## config.mk

```make
export PLATFORM = sky130hd
export DESIGN_NAME = pipelined_barrel_shifter_flat
export DESIGN_NICKNAME = d
export VERILOG_FILES = /design/src/rtl/pipelined_barrel_shifter_if.sv /design/src/rtl/pipelined_barrel_shifter.sv /design/src/flat_wrapper.sv
export SDC_FILE = /design/constraint.sdc
export NUM_CORES = 1
export LEC_CHECK = 0
export CAP_MARGIN = 10
export CORE_AREA = 5 5 151 153
export DETAILED_ROUTE_END_ITERATION = 7
export DIE_AREA = 0 0 156 158
export GPL_ROUTABILITY_DRIVEN = 0
export PLACE_DENSITY_LB_ADDON = 0.12
export RECOVER_POWER = 25
export SLEW_MARGIN = 20
export SYNTH_ARGS = -nofsm -noshare
export SYNTH_HDL_FRONTEND = slang
export SYNTH_SLANG_ARGS = --single-unit
```

## constraint.sdc

```tcl
create_clock -name clk -period 7.2 [get_ports clk]
set_clock_uncertainty 0.15 [all_clocks]
set_input_delay 1.8 -clock clk [delete_from_list [all_inputs] [get_ports clk]]
set_output_delay 1.8 -clock clk [all_outputs]
set_load 0.1 [all_outputs]
```

## src/rtl/pipelined_barrel_shifter_if.sv

```systemverilog
`default_nettype none
// ============================================================================
// Module   : pipelined_barrel_shifter_if
// Brief    : Operand-in / result-out valid-ready bundle for the barrel shifter.
// Revision : 1.0
// ============================================================================
interface pipelined_barrel_shifter_if #(
    parameter int WIDTH = 32,
    parameter int TAG_W = 4
);
    localparam int LOG2W = $clog2(WIDTH);

    logic             in_valid;
    logic             in_ready;
    logic [1:0]       sh_mode;
    logic [LOG2W-1:0] sh_amt;
    logic [WIDTH-1:0] d_in;
    logic [TAG_W-1:0] tag_in;
    logic             out_valid;
    logic             out_ready;
    logic [WIDTH-1:0] d_out;
    logic [TAG_W-1:0] tag_out;
    logic             out_zero;

    modport master (
        output in_valid, sh_mode, sh_amt, d_in, tag_in, out_ready,
        input  in_ready, out_valid, d_out, tag_out, out_zero
    );

    modport slave (
        input  in_valid, sh_mode, sh_amt, d_in, tag_in, out_ready,
        output in_ready, out_valid, d_out, tag_out, out_zero
    );
endinterface
`default_nettype wire

```

## src/rtl/pipelined_barrel_shifter.sv

```systemverilog
`default_nettype none
// ============================================================================
// Module   : pipelined_barrel_shifter
// Brief    : log2(WIDTH)-stage SLL/SRL/SRA/ROR shifter, whole-pipe stall.
// Revision : 1.0
// ============================================================================
module pipelined_barrel_shifter #(
    parameter int WIDTH = 32,
    parameter int TAG_W = 4
) (
    input  logic                      clk,
    input  logic                      rst,
    pipelined_barrel_shifter_if.slave bus
);
    localparam int LOG2W = $clog2(WIDTH);

    localparam logic [1:0] MODE_SLL = 2'b00;
    localparam logic [1:0] MODE_SRL = 2'b01;
    localparam logic [1:0] MODE_SRA = 2'b10;

    function automatic logic [WIDTH-1:0] shift_by(
        input logic [WIDTH-1:0] x,
        input logic [1:0]       mode,
        input logic             fill,
        input int unsigned      s
    );
        logic [WIDTH-1:0] fill_mask;
        fill_mask = ~({WIDTH{1'b1}} >> s);
        case (mode)
            MODE_SLL: shift_by = x << s;
            MODE_SRL: shift_by = x >> s;
            MODE_SRA: shift_by = (x >> s) | (fill ? fill_mask : '0);
            default:  shift_by = (x >> s) | (x << (WIDTH - s));
        endcase
    endfunction

    logic stall;

    // src_* is what stage k consumes: the input port for k=0, stage k-1 otherwise
    logic [WIDTH-1:0] src_data  [LOG2W];
    logic [TAG_W-1:0] src_tag   [LOG2W];
    logic [1:0]       src_mode  [LOG2W];
    logic [LOG2W-1:0] src_amt   [LOG2W];
    logic             src_fill  [LOG2W];
    logic             src_valid [LOG2W];
    logic [WIDTH-1:0] nxt_data  [LOG2W];

    logic [WIDTH-1:0] stg_data  [LOG2W];
    logic [TAG_W-1:0] stg_tag   [LOG2W];
    logic [1:0]       stg_mode  [LOG2W];
    logic [LOG2W-1:0] stg_amt   [LOG2W];
    logic             stg_fill  [LOG2W];
    logic             stg_valid [LOG2W];
    logic             zero_q;

    assign stall         = stg_valid[LOG2W-1] & ~bus.out_ready;
    assign bus.in_ready  = ~stall;
    assign bus.out_valid = stg_valid[LOG2W-1];
    assign bus.d_out     = stg_data[LOG2W-1];
    assign bus.tag_out   = stg_tag[LOG2W-1];
    assign bus.out_zero  = zero_q;

    for (genvar k = 0; k < LOG2W; k++) begin : g_stage
        localparam int unsigned SHIFT = 1 << k;

        if (k == 0) begin : g_head
            assign src_data[k]  = bus.d_in;
            assign src_tag[k]   = bus.tag_in;
            assign src_mode[k]  = bus.sh_mode;
            assign src_amt[k]   = bus.sh_amt;
            assign src_fill[k]  = bus.d_in[WIDTH-1];
            assign src_valid[k] = bus.in_valid;
        end else begin : g_link
            assign src_data[k]  = stg_data[k-1];
            assign src_tag[k]   = stg_tag[k-1];
            assign src_mode[k]  = stg_mode[k-1];
            assign src_amt[k]   = stg_amt[k-1];
            assign src_fill[k]  = stg_fill[k-1];
            assign src_valid[k] = stg_valid[k-1];
        end

        assign nxt_data[k] = src_amt[k][k]
                           ? shift_by(src_data[k], src_mode[k], src_fill[k], SHIFT)
                           : src_data[k];
    end

    always_ff @(posedge clk or posedge rst) begin
        if (rst) begin
            for (int i = 0; i < LOG2W; i++) begin
                stg_data[i]  <= '0;
                stg_tag[i]   <= '0;
                stg_mode[i]  <= '0;
                stg_amt[i]   <= '0;
                stg_fill[i]  <= 1'b0;
                stg_valid[i] <= 1'b0;
            end
            zero_q <= 1'b0;
        end else if (!stall) begin
            for (int i = 0; i < LOG2W; i++) begin
                stg_data[i]  <= nxt_data[i];
                stg_tag[i]   <= src_tag[i];
                stg_mode[i]  <= src_mode[i];
                stg_amt[i]   <= src_amt[i];
                stg_fill[i]  <= src_fill[i];
                stg_valid[i] <= src_valid[i];
            end
            zero_q <= (nxt_data[LOG2W-1] == '0);
        end
    end
endmodule
`default_nettype wire

```

## src/flat_wrapper.sv

```systemverilog
// flat-port wrapper written by rule: the top's interface ports become plain ports
module pipelined_barrel_shifter_flat 
#(
    parameter int WIDTH = 32,
    parameter int TAG_W = 4
)
  (clk, rst, bus_in_valid, bus_sh_mode, bus_sh_amt, bus_d_in, bus_tag_in, bus_out_ready, bus_in_ready, bus_out_valid, bus_d_out, bus_tag_out, bus_out_zero);
  pipelined_barrel_shifter_if #(.WIDTH(WIDTH), .TAG_W(TAG_W)) bus_i ();
  input  logic clk;
  input  logic rst;
  input wire logic [$bits(bus_i.in_valid)-1:0] bus_in_valid;
  input wire logic [$bits(bus_i.sh_mode)-1:0] bus_sh_mode;
  input wire logic [$bits(bus_i.sh_amt)-1:0] bus_sh_amt;
  input wire logic [$bits(bus_i.d_in)-1:0] bus_d_in;
  input wire logic [$bits(bus_i.tag_in)-1:0] bus_tag_in;
  input wire logic [$bits(bus_i.out_ready)-1:0] bus_out_ready;
  output wire logic [$bits(bus_i.in_ready)-1:0] bus_in_ready;
  output wire logic [$bits(bus_i.out_valid)-1:0] bus_out_valid;
  output wire logic [$bits(bus_i.d_out)-1:0] bus_d_out;
  output wire logic [$bits(bus_i.tag_out)-1:0] bus_tag_out;
  output wire logic [$bits(bus_i.out_zero)-1:0] bus_out_zero;
  assign bus_i.in_valid = bus_in_valid;
  assign bus_i.sh_mode = bus_sh_mode;
  assign bus_i.sh_amt = bus_sh_amt;
  assign bus_i.d_in = bus_d_in;
  assign bus_i.tag_in = bus_tag_in;
  assign bus_i.out_ready = bus_out_ready;
  assign bus_in_ready = bus_i.in_ready;
  assign bus_out_valid = bus_i.out_valid;
  assign bus_d_out = bus_i.d_out;
  assign bus_tag_out = bus_i.tag_out;
  assign bus_out_zero = bus_i.out_zero;
  pipelined_barrel_shifter #(.WIDTH(WIDTH), .TAG_W(TAG_W)) u_core (.clk(clk), .rst(rst), .bus(bus_i));
endmodule
```

==> results of run 1 <==
[layout make-up]
type / instances / area [um^2]
Fill cell: 2042 / 9280
Tap cell: 280 / 350
Clock inverter: 6 / 57.6
Multi-Input combinational cell: 1033 / 4850
Inverter: 5 / 20.0
Clock buffer: 34 / 687
Timing Repair Buffer: 100 / 970
Sequential cell: 208 / 5200
[metrics by stage]
stage | setup slack, ns | hold WS (ns) | power [mW] | util [%] | area [um^2]
2_1_floorplan | 1.68 | 0.280 | 4.34 | - | 10500
3_3_place_gp | 2.55 | 0.296 | 5.05 | 53.2 | 11400
3_5_place_dp | 2.55 | 0.305 | 5.11 | 53.2 | 11400
4_1_cts | 2.55 | 0.318 | 6.27 | 56.7 | 12100
5_1_grt | 1.72 | 0.336 | 6.69 | 56.7 | 12100
6_report | 2.16 | 0.314 | 6.24 | 56.7 | 12100
[worst paths after layout]
check | slack (ns) | cells after the start | end | from
max | 2.16 | 5 | u_core.src_amt[4] | bus_out_ready
min | 0.31 | 2 | u_core.src_valid[2] | u_core.src_valid[2]
max reg2reg | 3.52 | 4 | u_core.src_amt[4] | u_core.bus.out_valid
min reg2reg | 0.31 | 2 | u_core.src_valid[2] | u_core.src_valid[2]
max in group asynchronous | 3.30 | 3 | u_core.src_data[96] | rst
min in group asynchronous | 2.04 | 2 | u_core.src_amt[14] | rst
[worst min-delay path, delay by kind of cell (launching register included)]
family,cells,cell delay (ns)
and+or+nand+nor,2,0.10
DFF,1,0.34
[cell families (layout without fill, tap and decap cells)]
logic type             count (synthesis)  in the layout
buffers and inverters                116            145
AO/OA/AOI/OAI                        378            378
XOR/XNOR                               1              1
AND/OR/NAND/NOR                      654            654
flip-flops                           208            208
[state kept, by name, summed over array words and instances, names as in the netlist]
name,flops
u_core.bus.out_valid,1
u_core.bus.tag_out,4
u_core.src_amt,10
u_core.bus.out_zero,1
u_core.src_fill,4
u_core.src_mode,8
u_core.bus.d_out,32
u_core.src_data,128
u_core.src_tag,16
u_core.src_valid,4
[per-layer routing]
metal	share of wire [%]	GRT usage (%)	routed length, um	vias to the layer above
met4	3.3	6.75	842	0
li1	-	-	-	4631
met2	47	34.0	12100	243
met5	0	0	0	-
met3	4.8	2.68	1220	60
met1	44	28.1	11300	4260
[layout by cell type (no fill, tap or decap), types with 6 or more instances in the layout]
cell type and count:
sky130_fd_sc_hd__nand2_1 475, sky130_fd_sc_hd__dfrtp_1 208, sky130_fd_sc_hd__o21ai_0 195, sky130_fd_sc_hd__clkdlybuf4s50_1 82
sky130_fd_sc_hd__nand3_1 69, sky130_fd_sc_hd__a21oi_1 62, sky130_fd_sc_hd__nor2_1 59, sky130_fd_sc_hd__nor2b_1 23
sky130_fd_sc_hd__clkbuf_16 23, sky130_fd_sc_hd__o21ai_1 22, sky130_fd_sc_hd__a211oi_1 20, sky130_fd_sc_hd__a221oi_1 18
sky130_fd_sc_hd__a31oi_1 14, sky130_fd_sc_hd__a22oi_1 14, sky130_fd_sc_hd__a21o_1 14, sky130_fd_sc_hd__buf_4 14
sky130_fd_sc_hd__a311o_1 8, sky130_fd_sc_hd__nor4_1 8, sky130_fd_sc_hd__clkbuf_8 7, sky130_fd_sc_hd__o31ai_1 6
[power by group through the flow]
| stage | clock network, mW | registers (mW) | logic [mW] |
|---|---|---|---|
| floorplan | 0 | 2.77 | 1.56 |
| global placement | 0 | 2.27 | 2.78 |
| detailed placement | 0 | 2.28 | 2.83 |
| CTS | 1.17 | 2.26 | 2.84 |
| global route | 1.22 | 2.34 | 3.13 |
| finish | 1.14 | 2.27 | 2.83 |
==> out/summary.md, run 1 <==
* **Final Hold Viols** 0
* **total clock buffers created by CTS** 22
* **clock root buffer** sky130_fd_sc_hd__clkbuf_16
* **cell-internal power** 3.28 mW
* **DR iter-0 viols** 570
* **arithmetic-cell share of the synthesized area counting full adders, half adders and majority gates** 0%
* **share of the synthesized area in the top cell type** 49.6%
* **number of enable-type register cells in the synthesized netlist** 0
* **multiplexer area fraction after synthesis** 0%
* **top cells by count, synth** sky130_fd_sc_hd__nand2_1, sky130_fd_sc_hd__dfrtp_1, sky130_fd_sc_hd__o21ai_0
* **crit path max-delay cell type** sky130_fd_sc_hd__clkbuf_1
* **violated checks** max-capacitance violations, max-slew violations
* **area share of xor/xnor cells in the synthesized design** 0.0834%
* **max-capacitance violation count** 2
* **CP cell instances** dlygate4sd3_1 -> nor2b_1 -> clkinv_1 -> clkbuf_1 -> o21ai_0
* **Static Leakage** 5.27 nW
* **startpoint kind of the worst setup timing path** input pin
* **Mapped Area** 10500 um^2
* **TritonCTS clock tree** yes
* **nets** 1417
* **Sw Share** 47.5%
* **maximum count of clock buffers along a single path** 3
* **vias in the first global route** 8296
* **final count of pins violating max slew** 115
* **drc violations** 0
* **compound-gate portion of the synthesized area** 20.6%
* **category of the critical setup timing path** input pin to register
* **combinational family with the most area after synthesis** simple AND/OR/NAND/NOR gates
* **Starting Density** 49.0%
* **library cell occupying the most area in the post-synthesis netlist** sky130_fd_sc_hd__dfrtp_1
* **Setup violations, final** 0
* **endpoint required time on the critical path** 7.28 ns
* **data arrival time of the worst path** 5.12 ns
* **post-CTS sizing** 0
* **I/O pin count** 86
* **Seq/Total Area, Yosys** 49.6%
* **routed length per placed instance** 15.3 um
* **Clock Pin Slew Worst Setup and Hold Paths** 0.06 ns
* **share of post-route cells with drive strength above 1** 4.04%
* **Worst-Skew Late Latency** 0.50 ns
* **most frequently used cell type in the post-synthesis netlist** sky130_fd_sc_hd__nand2_1
* **total power divided by cell area** 514 nW/um^2
* **HPWL after DPL** 17500 um
* **crit path capture type** register
* **FMAX** 0.198 GHz
* **final WL** 25500 um
* **routed via count** 9194
* **maximum number of pins on one net before global-route repair** 229
* **status** finished with violations
* **post-layout minimum cycle time** 5.04 ns
* **die boundary width** 156 um
* **Bufs and invs on worst path** 3
* **setup repair after global routing missed its margin** false
* **per-cell via count in the routed design** 5.52
* **row count** 54
* **PortBufs** 85
* **Clock power frac** 18.3%
* **full die area** 24600 um^2
* **antenna violations before repair** 0
* **Cells after Synth** 1357
* **clock tree sinks** 208
* **crit-path leading delay family** buffers and inverters
* **Syn Nets** 1404
* **post-route ant nets** 0
* **combinational fraction of design power** 45.3%
* **wire length of the first global-routing pass** 42200 um
* **warning count from the yosys run** 0
* **fraction of synthesis flops using an asynchronous set or reset pin** 100%
* **first drt pass iteration count** 6
* **synthesis-to-finish area growth** 15.6%
* **total global routing track utilization** 20.5%
* **Floorplan Core Area** 21400 um^2
* **synthesized area per cell** 7.73 um^2
* **Worst-Margin Slew** 3.37 ns
* **instance count after placement with tap cells included** 1626
* **worst supply voltage drop on vdd** 0.000258 V
* **crit-path max FO** 73
* **FF+latch count, synth** 208
* **die extent in y** 158 um
* **portion of total power attributed to sequential cells** 36.3%
* **number of standard cells in the layout, taps in and fillers out** 1666
* **number of buffers added to fix hold violations after cts** 0
* **H-tree levels** 1
* **worst max-slew margin expressed relative to the limit** -125%
* **Hold/Removal Path Class** register to register
* **biggest cell delay along the critical path** 2.36 ns
* **diodes inserted** 0
* **Top FF cell, synth** sky130_fd_sc_hd__dfrtp_1
* **Congestion Overflow GR** 0
* **Sw Pwr** 2.96 mW
* **ratio of final minimum period to clock period** 70.0%
* **basic-gate share of the synthesized area counting and, or, nand and nor cells** 25.5%
* **post-CTS setup buffer count** 0
* **top area cells in the synthesized netlist** sky130_fd_sc_hd__dfrtp_1, sky130_fd_sc_hd__nand2_1, sky130_fd_sc_hd__o21ai_0
* **number of unique standard cell types used by synthesis** 34
* **sum of negative setup slack** 0 ns
Power figures use the tool's default switching activity.
==> run 2: changes to the inputs <==
==> constraint.sdc (replaced) <==
create_clock -name clk -period 5.1 [get_ports clk]
set_clock_uncertainty 0.15 [all_clocks]
set_input_delay 1.275 -clock clk [delete_from_list [all_inputs] [get_ports clk]]
set_output_delay 1.275 -clock clk [all_outputs]
set_load 0.1 [all_outputs]
==> out/summary.md, run 2 (synthesis gave the netlist of run 1 again) <==
* **status** finished with violations
* **violated checks** max-capacitance violations, max-slew violations
* **clock tree sinks** 208, unchanged
* **vias in the first global route** 8411, +1.4%
* **H-tree levels** 1, unchanged
* **die boundary width** 156 um, unchanged
* **final core utilization** 57.1%, +0.43 points
* **cell depth of the worst min-delay path** 2, unchanged
* **antenna violations before repair** 0, unchanged
* **post-CTS sizing** 0, unchanged
* **full die area** 24600 um^2, unchanged
* **category of the critical setup timing path** input pin to output port
* **drc violations** 0, unchanged
* **synthesis-to-finish area growth** 16.5%
* **worst supply voltage drop on vdd** 0.000329 V, +27%
* **share of post-route cells with drive strength above 1** 4.26%, +0.22 points
* **die extent in y** 158 um, unchanged
* **ratio of final minimum period to clock period** 71.8%
* **row count** 54, unchanged
* **diodes inserted** 0, unchanged
* **setup repair after global routing missed its margin** false
* **post-route ant nets** 0, unchanged
* **data arrival time of the worst path** 2.24 ns, -2.88 ns
* **final WL** 25500 um, about the same
* **total global routing track utilization** 20.8%, +0.33 points
* **Starting Density** 49.0%, unchanged
* **Static Leakage** 5.32 nW, +0.88%
* **Final Hold Viols** 0, unchanged
* **crit-path max FO** 2, -97%
* **crit path capture type** output port
* **Congestion Overflow GR** 0, unchanged
* **worst max-slew margin expressed relative to the limit** -21.7%, +100 points
* **endpoint required time on the critical path** 3.67 ns, -3.61 ns
* **final count of pins violating max slew** 36, -69%
* **post-CTS setup buffer count** 0, unchanged
* **post-layout minimum cycle time** 3.66 ns
* **maximum number of pins on one net before global-route repair** 202, -12%
* **Floorplan Core Area** 21400 um^2, unchanged
* **Worst-Skew Late Latency** 0.50 ns, about the same
* **Clock Pin Slew Worst Setup and Hold Paths** 0.06 ns, about the same
* **most frequent cells in the layout** sky130_fd_sc_hd__nand2_1, sky130_fd_sc_hd__dfrtp_1, sky130_fd_sc_hd__o21ai_0, sky130_fd_sc_hd__clkdlybuf4s50_1, sky130_fd_sc_hd__nand3_1
* **total clock buffers created by CTS** 23, +4.5%
* **PortBufs** 85, unchanged
* **clock root buffer** sky130_fd_sc_hd__clkbuf_16
* **Worst-Margin Slew** 1.81 ns, -1.56 ns
* **TritonCTS clock tree** yes
* **Setup violations, final** 0, unchanged
* **first drt pass iteration count** 5, -1
* **DR iter-0 viols** 542, -4.9%
* **HPWL after DPL** 17500 um, +0.22%
* **number of buffers added to fix hold violations after cts** 0, unchanged
* **FMAX** 0.273 GHz
* **sum of negative setup slack** 0 ns, unchanged
* **nets** 1419, +0.14%
* **total power divided by cell area** 724 nW/um^2, +41%
* **max-capacitance violation count** 1, -1
* **per-cell via count in the routed design** 5.48, -0.71%
* **routed length per placed instance** 15.3 um, about the same
* **count of cells along the worst register-to-register path** 5, +1
* **commonest non-fill, non-tap cell in the layout** sky130_fd_sc_hd__nand2_1
* **maximum count of clock buffers along a single path** 3, unchanged
* **startpoint kind of the worst setup timing path** input pin
* **routed via count** 9129, -0.71%
* **I/O pin count** 86, unchanged
* **Hold/Removal Path Class** register to register
* **Largest register FFs** 128, unchanged
* **wire length of the first global-routing pass** 43100 um, +2.1%
run 2: final cells by class:
class | count | area, um^2
Clock buffer | 34 | 687
Clock inverter | 5 | 81.3
Fill cell | 2027 | 9190
Inverter | 5 | 20.0
Multi-Input combinational cell | 1033 | 4860
Sequential cell | 208 | 5200
Tap cell | 280 | 350
Timing Repair Buffer | 101 | 1030
run 2: path summary, 6_finish.rpt:
check | from | end | slack [ns]
max reg2reg | u_core.src_amt[4] | u_core.bus.out_zero | 2.14
max in group asynchronous | rst | u_core.src_valid[1] | 2.28
min reg2reg | u_core.src_tag[15] | u_core.src_tag[15] | 0.32
min in group asynchronous | rst | u_core.src_amt[14] | 1.55
max | bus_out_ready | bus_in_ready | 1.44
min | u_core.src_tag[15] | u_core.src_tag[15] | 0.32
run 2: per-stage QoR:
step	cells	hold WS [ns]	area (um^2)	power (mW)	setup slack, ns
2_1_floorplan	1357	0.280	10500	6.12	0.634
3_3_place_gp	1627	0.299	11500	7.13	1.50
3_5_place_dp	1627	0.305	11500	7.22	1.50
4_1_cts	1666	0.320	12200	8.92	1.59
5_1_grt	1666	0.340	12200	9.51	1.38
6_report	1666	0.318	12200	8.86	1.44
run 2: critical path, stage by stage:
cell and delay [ns]:
sky130_fd_sc_hd__dlygate4sd3_1 0.53, sky130_fd_sc_hd__nor2b_1 0.17, sky130_fd_sc_hd__inv_2 0.08, sky130_fd_sc_hd__buf_12 0.17
run 2: power by group:
part | internal (mW) | switching [mW] | total (mW)
sequential | 2.40 | 0.805 | 3.21
combinational | 1.24 | 2.73 | 3.97
clock | 1.03 | 0.652 | 1.68
run 2: metal layers:
layer	global-route usage [%]	routed length, um	part of all wire (%)
met1	28.3	11500	45
met3	2.52	1120	4.4
met4	7.00	774	3.0
met2	34.8	12100	47
met5	0	0	0
